[src/rtl/tv_grad_dx_if.sv]
// Bus between the dx engine and its environment: start/busy/done control plus
// the frame-BRAM read port and gradient-BRAM write port. master = engine side.
interface tv_grad_dx_if #(
  parameter int PORT_SIZE = 32,
  parameter int DATA_W    = 16,
  parameter int FNUM_W    = 7,
  parameter int ADDR_W    = 16
);
  logic                        start;
  logic [FNUM_W-1:0]           f_num;
  logic                        busy;
  logic                        done;
  logic                        ren;
  logic [ADDR_W-1:0]           raddr;
  logic [PORT_SIZE*DATA_W-1:0] din;
  logic                        wen;
  logic [ADDR_W-1:0]           waddr;
  logic [PORT_SIZE*DATA_W-1:0] dout;

  modport master (
    input  start, f_num, din,
    output busy, done, ren, raddr, wen, waddr, dout
  );

  modport slave (
    output start, f_num, din,
    input  busy, done, ren, raddr, wen, waddr, dout
  );
endinterface

[src/rtl/tv_grad_dx.sv]
// Horizontal forward-difference engine for GAP-TV: streams a frame word by word,
// writes dx = right neighbour - pixel. Define TV_GRAD_SAT_EN to saturate results.
module tv_grad_dx #(
  parameter int PORT_SIZE = 32,
  parameter int DATA_W    = 16,
  parameter int COL_WIDTH = 2,
  parameter int ROW_NUM   = 48,
  parameter int FNUM_W    = 7,
  parameter int ADDR_W    = 16,
  parameter int BOUNDARY  = 0
) (
  input  logic         clk,
  input  logic         rst,
  tv_grad_dx_if.master bus
);

  localparam int COL_W  = (COL_WIDTH > 1) ? $clog2(COL_WIDTH) : 1;
  localparam int ROW_W  = (ROW_NUM > 1) ? $clog2(ROW_NUM) : 1;
  localparam int WORD_W = PORT_SIZE * DATA_W;
  localparam logic [ADDR_W-1:0] FRAME_WORDS = ADDR_W'(ROW_NUM * COL_WIDTH);
  localparam logic [COL_W-1:0]  COL_LAST    = COL_W'(COL_WIDTH - 1);
  localparam logic [ROW_W-1:0]  ROW_LAST    = ROW_W'(ROW_NUM - 1);

  typedef enum logic [1:0] {S_IDLE, S_READ, S_DRAIN, S_DONE} state_t;

  state_t              state_q, state_d;
  logic [ROW_W-1:0]    row_q, row_d;
  logic [COL_W-1:0]    col_q, col_d;
  logic [ADDR_W-1:0]   base_q, base_d;
  logic                drain_q, drain_d;
  logic                ren_q, ren_d;
  logic [ADDR_W-1:0]   raddr_q, raddr_d;
  logic                rs_q, rs_d;
  logic                busy_q, busy_d;
  logic                done_q, done_d;
  logic                v1_q, v1_d;
  logic [ADDR_W-1:0]   a1_q, a1_d;
  logic                rs1_q, rs1_d;
  logic [DATA_W-1:0]   prev_q, prev_d;
  logic                wen_q, wen_d;
  logic [ADDR_W-1:0]   waddr_q, waddr_d;
  logic [WORD_W-1:0]   dout_q, dout_d;
  logic [WORD_W-1:0]   res;
  logic [DATA_W:0]     diff [PORT_SIZE];

  function automatic logic [DATA_W-1:0] reduce(input logic [DATA_W:0] d);
`ifdef TV_GRAD_SAT_EN
    if (d[DATA_W] != d[DATA_W-1])
      reduce = d[DATA_W] ? {1'b1, {(DATA_W-1){1'b0}}} : {1'b0, {(DATA_W-1){1'b1}}};
    else
      reduce = d[DATA_W-1:0];
`else
    reduce = d[DATA_W-1:0];
`endif
  endfunction

  // base_q is the address of column 0 of the current row; col scans downward
  // so the right-hand word (prev) has always been seen first.
  always_comb begin
    state_d = state_q;
    row_d   = row_q;
    col_d   = col_q;
    base_d  = base_q;
    drain_d = drain_q;
    unique case (state_q)
      S_IDLE: begin
        if (bus.start) begin
          state_d = S_READ;
          row_d   = '0;
          col_d   = COL_LAST;
          base_d  = ADDR_W'(bus.f_num) * FRAME_WORDS;
        end
      end
      S_READ: begin
        if (col_q == '0) begin
          if (row_q == ROW_LAST) begin
            state_d = S_DRAIN;
            drain_d = 1'b0;
          end else begin
            row_d  = row_q + 1'b1;
            col_d  = COL_LAST;
            base_d = base_q + ADDR_W'(COL_WIDTH);
          end
        end else begin
          col_d = col_q - 1'b1;
        end
      end
      S_DRAIN: begin
        drain_d = 1'b1;
        if (drain_q) state_d = S_DONE;
      end
      S_DONE:  state_d = S_IDLE;
      default: state_d = S_IDLE;
    endcase

    ren_d   = (state_d == S_READ);
    raddr_d = ren_d ? base_d + ADDR_W'(col_d) : '0;
    rs_d    = ren_d && (col_d == COL_LAST);
    busy_d  = (state_d == S_READ) || (state_d == S_DRAIN);
    done_d  = (state_d == S_DONE);

    v1_d    = ren_q;
    a1_d    = raddr_q;
    rs1_d   = rs_q;
    wen_d   = v1_q;
    waddr_d = v1_q ? a1_q : '0;
    dout_d  = v1_q ? res : '0;
    prev_d  = v1_q ? bus.din[DATA_W-1:0] : prev_q;
  end

  // Operands sign-extended by one bit so the difference never overflows before reduction.
  for (genvar gi = 0; gi < PORT_SIZE; gi++) begin : g_lane
    logic [DATA_W:0] cur_w;
    logic [DATA_W:0] nb_w;
    assign cur_w = {bus.din[gi*DATA_W + DATA_W-1], bus.din[gi*DATA_W +: DATA_W]};
    if (gi < PORT_SIZE - 1) begin : g_inner
      assign nb_w = {bus.din[(gi+1)*DATA_W + DATA_W-1], bus.din[(gi+1)*DATA_W +: DATA_W]};
    end else begin : g_edge
      assign nb_w = rs1_q ? '0 : {prev_q[DATA_W-1], prev_q};
    end
    assign diff[gi] = nb_w - cur_w;
  end

  always_comb begin
    res = '0;
    for (int i = 0; i < PORT_SIZE; i++) res[i*DATA_W +: DATA_W] = reduce(diff[i]);
    if (BOUNDARY == 1 && rs1_q) res[WORD_W-1 -: DATA_W] = '0;
  end

  always_ff @(posedge clk) begin
    if (rst) begin
      state_q <= S_IDLE;
      row_q   <= '0;
      col_q   <= '0;
      base_q  <= '0;
      drain_q <= 1'b0;
      ren_q   <= 1'b0;
      raddr_q <= '0;
      rs_q    <= 1'b0;
      busy_q  <= 1'b0;
      done_q  <= 1'b0;
      v1_q    <= 1'b0;
      a1_q    <= '0;
      rs1_q   <= 1'b0;
      prev_q  <= '0;
      wen_q   <= 1'b0;
      waddr_q <= '0;
      dout_q  <= '0;
    end else begin
      state_q <= state_d;
      row_q   <= row_d;
      col_q   <= col_d;
      base_q  <= base_d;
      drain_q <= drain_d;
      ren_q   <= ren_d;
      raddr_q <= raddr_d;
      rs_q    <= rs_d;
      busy_q  <= busy_d;
      done_q  <= done_d;
      v1_q    <= v1_d;
      a1_q    <= a1_d;
      rs1_q   <= rs1_d;
      prev_q  <= prev_d;
      wen_q   <= wen_d;
      waddr_q <= waddr_d;
      dout_q  <= dout_d;
    end
  end

  assign bus.ren   = ren_q;
  assign bus.raddr = raddr_q;
  assign bus.wen   = wen_q;
  assign bus.waddr = waddr_q;
  assign bus.dout  = dout_q;
  assign bus.busy  = busy_q;
  assign bus.done  = done_q;

endmodule

[src/flat_wrapper.sv]
// flat-port wrapper written by rule: the top's interface ports become plain ports
module tv_grad_dx_flat 
#(
  parameter int PORT_SIZE = 32,
  parameter int DATA_W    = 16,
  parameter int COL_WIDTH = 2,
  parameter int ROW_NUM   = 48,
  parameter int FNUM_W    = 7,
  parameter int ADDR_W    = 16,
  parameter int BOUNDARY  = 0
)
  (clk, rst, bus_start, bus_f_num, bus_din, bus_busy, bus_done, bus_ren, bus_raddr, bus_wen, bus_waddr, bus_dout);
  tv_grad_dx_if #(.PORT_SIZE(PORT_SIZE), .DATA_W(DATA_W), .FNUM_W(FNUM_W), .ADDR_W(ADDR_W)) bus_i ();
  input  logic clk;
  input  logic rst;
  input wire logic [$bits(bus_i.start)-1:0] bus_start;
  input wire logic [$bits(bus_i.f_num)-1:0] bus_f_num;
  input wire logic [$bits(bus_i.din)-1:0] bus_din;
  output wire logic [$bits(bus_i.busy)-1:0] bus_busy;
  output wire logic [$bits(bus_i.done)-1:0] bus_done;
  output wire logic [$bits(bus_i.ren)-1:0] bus_ren;
  output wire logic [$bits(bus_i.raddr)-1:0] bus_raddr;
  output wire logic [$bits(bus_i.wen)-1:0] bus_wen;
  output wire logic [$bits(bus_i.waddr)-1:0] bus_waddr;
  output wire logic [$bits(bus_i.dout)-1:0] bus_dout;
  assign bus_i.start = bus_start;
  assign bus_i.f_num = bus_f_num;
  assign bus_i.din = bus_din;
  assign bus_busy = bus_i.busy;
  assign bus_done = bus_i.done;
  assign bus_ren = bus_i.ren;
  assign bus_raddr = bus_i.raddr;
  assign bus_wen = bus_i.wen;
  assign bus_waddr = bus_i.waddr;
  assign bus_dout = bus_i.dout;
  tv_grad_dx #(.PORT_SIZE(PORT_SIZE), .DATA_W(DATA_W), .COL_WIDTH(COL_WIDTH), .ROW_NUM(ROW_NUM), .FNUM_W(FNUM_W), .ADDR_W(ADDR_W), .BOUNDARY(BOUNDARY)) u_core (.clk(clk), .rst(rst), .bus(bus_i));
endmodule
[config.mk]
export PLATFORM = sky130hd
export DESIGN_NAME = tv_grad_dx_flat
export DESIGN_NICKNAME = d
export VERILOG_FILES = /design/src/rtl/tv_grad_dx_if.sv /design/src/rtl/tv_grad_dx.sv /design/src/flat_wrapper.sv
export SDC_FILE = /design/constraint.sdc
export NUM_CORES = 2
export LEC_CHECK = 0
export BUFFER_PORTS_ARGS = -buffer_cell sky130_fd_sc_hd__buf_2
export CAP_MARGIN = 40
export CELL_PAD_IN_SITES_DETAIL_PLACEMENT = 1
export CELL_PAD_IN_SITES_GLOBAL_PLACEMENT = 1
export CORE_AREA = 2 2 414 416
export CTS_CLUSTER_DIAMETER = 50
export DETAILED_ROUTE_END_ITERATION = 12
export DIE_AREA = 0 0 416 418
export GPL_TIMING_DRIVEN = 0
export PLACE_DENSITY_LB_ADDON = 0.1
export SYNTH_ARGS = -nofsm -noshare
export SYNTH_HDL_FRONTEND = slang
export SYNTH_SLANG_ARGS = --single-unit
[constraint.sdc]
create_clock -name clk -period 7.7 [get_ports clk]
set_input_delay 0.77 -clock clk [delete_from_list [all_inputs] [get_ports clk]]
set_output_delay 0.77 -clock clk [all_outputs]
set_load 0.02 [all_outputs]
After elaboration in Yosys (flattened, before gate mapping)
Index checks and enable logic that the tools add are counted.
{"block": "op_classes", "addsub": 36, "n_mul": 1, "eq_ne": 11, "muxes": 21, "bitwise": 2, "reduce_logical": 9}
{"op": "$sub A16 B16 Y16", "count": 32}
{"op": "$mux W16", "count": 4}
{"op": "$pmux W16 S2", "count": 1}
{"op": "$mux W6", "count": 3}
{"op": "$add A16 B1 Y16", "count": 1}
{"op": "$add A16 B2 Y16 const B", "count": 1}
{"op": "$pmux W6 S2", "count": 1}
{"op": "$mul A7 B2 Y9 const B", "count": 1}
{"op": "$eq A2 B2 Y1 const B", "count": 4}
{"op": "$mux W2", "count": 4}
{"op": "$pmux W2 S4", "count": 1}
{"op": "$add A6 B1 Y6 const B", "count": 1}
{"op": "$eq A6 B6 Y1 const B", "count": 1}
{"op": "$ne A2 B2 Y1 const B", "count": 3}
{"op": "$mux W1", "count": 5}
{"op": "$eq A2 B1 Y1 const B", "count": 2}
{"op": "$pmux W1 S2", "count": 2}
{"op": "$reduce_and A4 Y1", "count": 1}
{"op": "$reduce_bool A2 Y1", "count": 2}
{"op": "$reduce_or A2 Y1", "count": 2}
{"op": "$reduce_and A3 Y1", "count": 1}
{"op": "$logic_not A2 Y1", "count": 1}
{"op": "$ne A2 B1 Y1 const B", "count": 1}
{"op": "$not A1 Y1", "count": 2}
{"op": "3 further kinds", "count": 3}
{"block": "word_totals", "reg_bits": 609, "input_bits": 522, "output_inout_bits": 548}

Longest topological paths before layout
{"block": "depth", "ltp_word": 7, "depth_mapped": 15}

Worst setup path before layout
Ideal clock, no wire load.
{"block": "synth_timing", "path_type": "input to register", "startpoint": "in bus_f_num[0]", "endpoint": "reg u_core.raddr_q[15] (netlist: u_core.bus.raddr[15])", "setup_ps": 71, "t_arrival_ps": 3532, "required_time_ps": 7629, "setup_slack_ps": 4098, "cell_stages": 10, "cell_sequence": "ha_1 -> fa_1 -> a211oi_1 -> nor3b_1 -> o31ai_1 -> xor2_1 -> o221a_2 -> or4b_4 -> or4_1 -> a21oi_1"}
{"block": "synth_via", "elab_chain_cells": 4}
{"item": "start: declaration", "line": "flat_wrapper.sv:17", "source": "input wire logic [$bits(bus_i.f_num)-1:0] bus_f_num;"}
{"item": "$mul A7 B2 Y9", "line": "tv_grad_dx.sv:71", "source": "base_d = ADDR_W'(bus.f_num) * FRAME_WORDS;"}
{"item": "$mux W16", "line": "tv_grad_dx.sv:67", "source": "if (bus.start) begin"}
{"item": "$pmux W16 S2", "line": "tv_grad_dx.sv:65", "source": "unique case (state_q)"}
{"item": "$add A16 B1 Y16", "line": "tv_grad_dx.sv:97", "source": "raddr_d = ren_d ? base_d + ADDR_W'(col_d) : '0;"}
{"item": "end signal: assignment", "line": "tv_grad_dx.sv:156", "source": "raddr_q <= raddr_d;"}
{"item": "end: declaration", "line": "tv_grad_dx.sv:32", "source": "logic [ADDR_W-1:0] raddr_q, raddr_d;"}
No other way between the ends.
A chain may end at the register's enable or synchronous reset.

Worst setup path after layout
{"block": "layout_timing", "startpoint": "reg u_core.rs1_q", "endpoint": "reg u_core.dout_q[511] (netlist: u_core.bus.dout[511])"}
{"block": "layout_via", "elab_chain_cells": 2}
{"item": "start: declaration", "line": "tv_grad_dx.sv:38", "source": "logic rs1_q, rs1_d;"}
{"item": "start signal: assignment", "line": "tv_grad_dx.sv:162", "source": "rs1_q <= rs1_d;"}
{"item": "$mux W16", "line": "tv_grad_dx.sv:119", "source": "assign nb_w = rs1_q ? '0 : {prev_q[DATA_W-1], prev_q};"}
{"item": "$sub A16 B16 Y16", "line": "tv_grad_dx.sv:121", "source": "assign diff[gi] = nb_w - cur_w;"}
{"item": "end signal: assignment", "line": "tv_grad_dx.sv:166", "source": "dout_q <= dout_d;"}
{"item": "end: declaration", "line": "tv_grad_dx.sv:42", "source": "logic [WORD_W-1:0] dout_q, dout_d;"}
No other way between the ends.

==> flow_summary.json <==
{
  "status": "finished, final reports clean",
  "crit_type": "flop to flop",
  "dp_hpwl_mm": 169,
  "synth_edf_count": 0,
  "grt_pass1_vias": 39200,
  "hold_buffers": 0,
  "clk_latency_ps": 770,
  "cellPowerDensity_nw_per_um2": 228,
  "finalSetupViolCount": 0,
  "cts_resized": 0,
  "cts_tree": "done",
  "crit_fanout": 10,
  "tightest_slew_ps": 1050,
  "cts_made_buffers": 132,
  "finalPower_mw": 11.8,
  "hp-class": "input port to flop",
  "die_w_um": 416,
  "worstPathArrival_ps": 4910,
  "track_usage_pct": 21.8,
  "path_cells": "clkbuf_1 -> nand2b_1 -> ha_1 -> nor2b_1 -> o21ai_0 -> a21oi_1 -> a2111oi_0 -> o31ai_1 -> o41ai_1 -> xnor2_1 -> buf_4 -> nor2_1",
  "rows": 151,
  "fin_worst_skew_ps": 24.6,
  "synth_ff_type": "dfxtp_1",
  "ys_seq_elements": 609,
  "ioPinCount": 1070,
  "synth_cell_types": 71,
  "max_stage_delay_ps": 700,
  "syn_inst": 4682,
  "drc": 0,
  "worst-path-buf-inv": 2,
  "rsz0062_at_grt": "no",
  "netlist_area_sq_um": 38500,
  "clock-sinks": 609,
  "wirelength_mm": 195,
  "fillers": 20300,
  "critPathCaptureType": "flop",
  "post-cts-setup-buffers": 0,
  "synthesis.nets": 5733,
  "startpoint_type": "flop",
  "syn_avg_cell_area_sq_um": 8.22,
  "multiInputGateArea_sq_um": 23900,
  "critPathRequiredTime_ps": 8340,
  "core_sq_um": 169000,
  "p_leak_nw": 26.3,
  "crit_family": "compound AO/OA/AOI/OAI gates",
  "cp_slowest_cell": "a2111oi_0",
  "wl_per_cell_um": 23.6,
  "max-cap-violations": 0,
  "grt_pass1_wl_mm": 274,
  "slew_headroom_pct": 29.9,
  "grt-ovfl-total": 0,
  "dieHeight_um": 418,
  "drive_above_1_share_pct": 22.5,
  "antenna_found_initial": 103,
  "yosysWarnings": 0,
  "seq_area_sq_um": 12200,
  "via_per_inst": 4.55,
  "cts.htree.levels": 4,
  "fmax_mhz": 234,
  "fin_crit_sh_pct": 55.5,
  "port_buffers": 1067,
  "ant_nets": 0,
  "firstDrtPassIters": 4,
  "grt_max_degree": 17,
  "clk_pin_slew_worst_paths_ps": 50,
  "slew_violations": 0,
  "drt-initial-drc-count": 1437,
  "syn2layout_area_growth_pct": 34.1,
  "vdd_drop_max_uv": 223,
  "fin_crit_ps": 4270,
  "routabilityCongestion": 0.879,
  "die-area_sq_um": 174000,
  "vias": 37600,
  "synth-seq-area-share_pct": 31.7,
  "hold_viol_final": 0,
  "synthArstFlopShare_pct": 0,
  "clock_path_buffers": 3,
  "cts-root-buf": "clkbuf_16",
  "initial_core_util_pct": 22.8,
  "fin_nets": 6961,
  "totalNegativeSetupSlack_ps": 0
}
-- area by class of cell --
class                   count  area share [%]
plain buffers              82           0.628
inverters                 560            4.07
clock inverters            72            1.73
clock buffers             170            7.27
diodes                     26           0.126
flip-flops and latches    609            23.6
repair buffers           1094            10.9
well taps                2218            5.38
multi-input cells        3431            46.3
-- per-layer routing --
layer | vias up | GRT usage [%] | wire, um | share of wire [%]
met5 | - | 0 | 210 | 0.11
met4 | 32 | 8.31 | 7600 | 3.9
met3 | 378 | 4.85 | 9390 | 4.8
met2 | 923 | 39.9 | 99400 | 51
met1 | 17800 | 24.4 | 78100 | 40
li1 | 18500 | - | - | -
-- cells in the final DEF, fill, tap and decap left out, drive strengths merged, types with 130 or more instances in the layout --
| cell | netlist | routed |
|---|---|---|
| a21oi | 252 | 252 |
| buf | 6 | 1100 |
| clkbuf | 76 | 246 |
| dfxtp | 609 | 609 |
| ha | 496 | 496 |
| inv | 559 | 575 |
| nand2 | 208 | 208 |
| nor2 | 580 | 580 |
| nor2b | 148 | 148 |
| nor3 | 189 | 189 |
| o21ai | 217 | 217 |
| xnor2 | 130 | 130 |
| xor2 | 242 | 242 |
-- cell usage after synthesis, drive strengths merged (6+ instances only) --
library cell | instances | share of area [%]
a2111oi | 16 | 0.41
a211o | 7 | 0.16
a211oi | 61 | 1.2
a21boi | 28 | 0.55
a21o | 47 | 0.92
a21oi | 252 | 3.3
a31o | 14 | 0.32
a31oi | 23 | 0.37
and2 | 34 | 0.55
and3 | 84 | 1.4
buf | 6 | 0.088
clkbuf | 76 | 0.74
dfxtp | 609 | 32
fa | 33 | 1.7
ha | 496 | 16
inv | 559 | 5.5
mux2i | 34 | 0.89
nand2 | 208 | 2.0
nand2b | 121 | 2.0
nand3 | 125 | 1.6
nand3b | 18 | 0.35
nand4 | 7 | 0.11
nor2 | 580 | 5.7
nor2b | 148 | 2.4
nor3 | 189 | 2.5
nor3b | 22 | 0.43
o2111ai | 32 | 0.73
o211ai | 16 | 0.31
o21a | 55 | 1.1
o21ai | 217 | 2.8
o21bai | 14 | 0.27
o22ai | 12 | 0.20
o31ai | 45 | 0.88
o41ai | 14 | 0.32
or3 | 66 | 1.1
xnor2 | 130 | 3.0
xor2 | 242 | 5.5
-- report_power, final --
part | internal [mW] | switching [mW]
Sequential | 3.26 | 0.0415
Combinational | 0.964 | 1.49
Clock | 3.93 | 2.08
Total | 8.15 | 3.61
-- flip-flops by register name, summed over array words and instances, names as in the netlist, 2 cells and up --
name,cells
u_core.base_q,16
u_core.bus.waddr,16
u_core.bus.dout,512
u_core.row_q,6
u_core.bus.raddr,16
u_core.prev_q,16
u_core.state_q,2
u_core.a1_q,16
-- tightest hold or removal path, stage by stage --
cell and delay (ps):
buf_2 90, mux2i_1 60, nor2_1 70
-- stage by stage --
stage,std cells,utilization [%],hold slack (ps),worst slack [ps],instance area [sq um]
3_5_place_dp,7994,27.7,413,3320,46900
2_1_floorplan,4682,-,406,4100,38500
4_1_cts,8236,30.5,173,3490,51600
5_1_grt,8251,30.5,217,3140,51600
6_report,8262,30.5,263,3430,51600
3_3_place_gp,7967,27.6,412,2030,46600
-- logic make-up (layout without fill, tap and decap cells) --
group / count (synthesis) / count (layout) / share of synthesized area, %
adder cells (fa/ha/maj): 529 / 529 / 17.8
XOR/XNOR: 372 / 372 / 8.46
AO/OA/AOI/OAI: 872 / 872 / 14.3
other: 0 / 26 / 0
buffers and inverters: 642 / 1978 / 6.29
AND/OR/NAND/NOR: 1621 / 1621 / 20.5
multiplexers: 37 / 37 / 0.982
flip-flops: 609 / 609 / 31.7
-- worst paths after layout --
| kind | startpoint | endpoint | slack (ps) | cells after the start |
|---|---|---|---|---|
| worst max-delay path | u_core.rs1_q | u_core.bus.dout[511] | 3430 | 12 |
| worst min-delay path | bus_din[14] | u_core.prev_q[14] | 260 | 3 |
| worst max register to register | u_core.rs1_q | u_core.bus.dout[511] | 3430 | 12 |
| worst min register to register | u_core.a1_q[2] | u_core.bus.waddr[2] | 410 | 1 |
No activity file was read; power rests on OpenSTA's default activity.
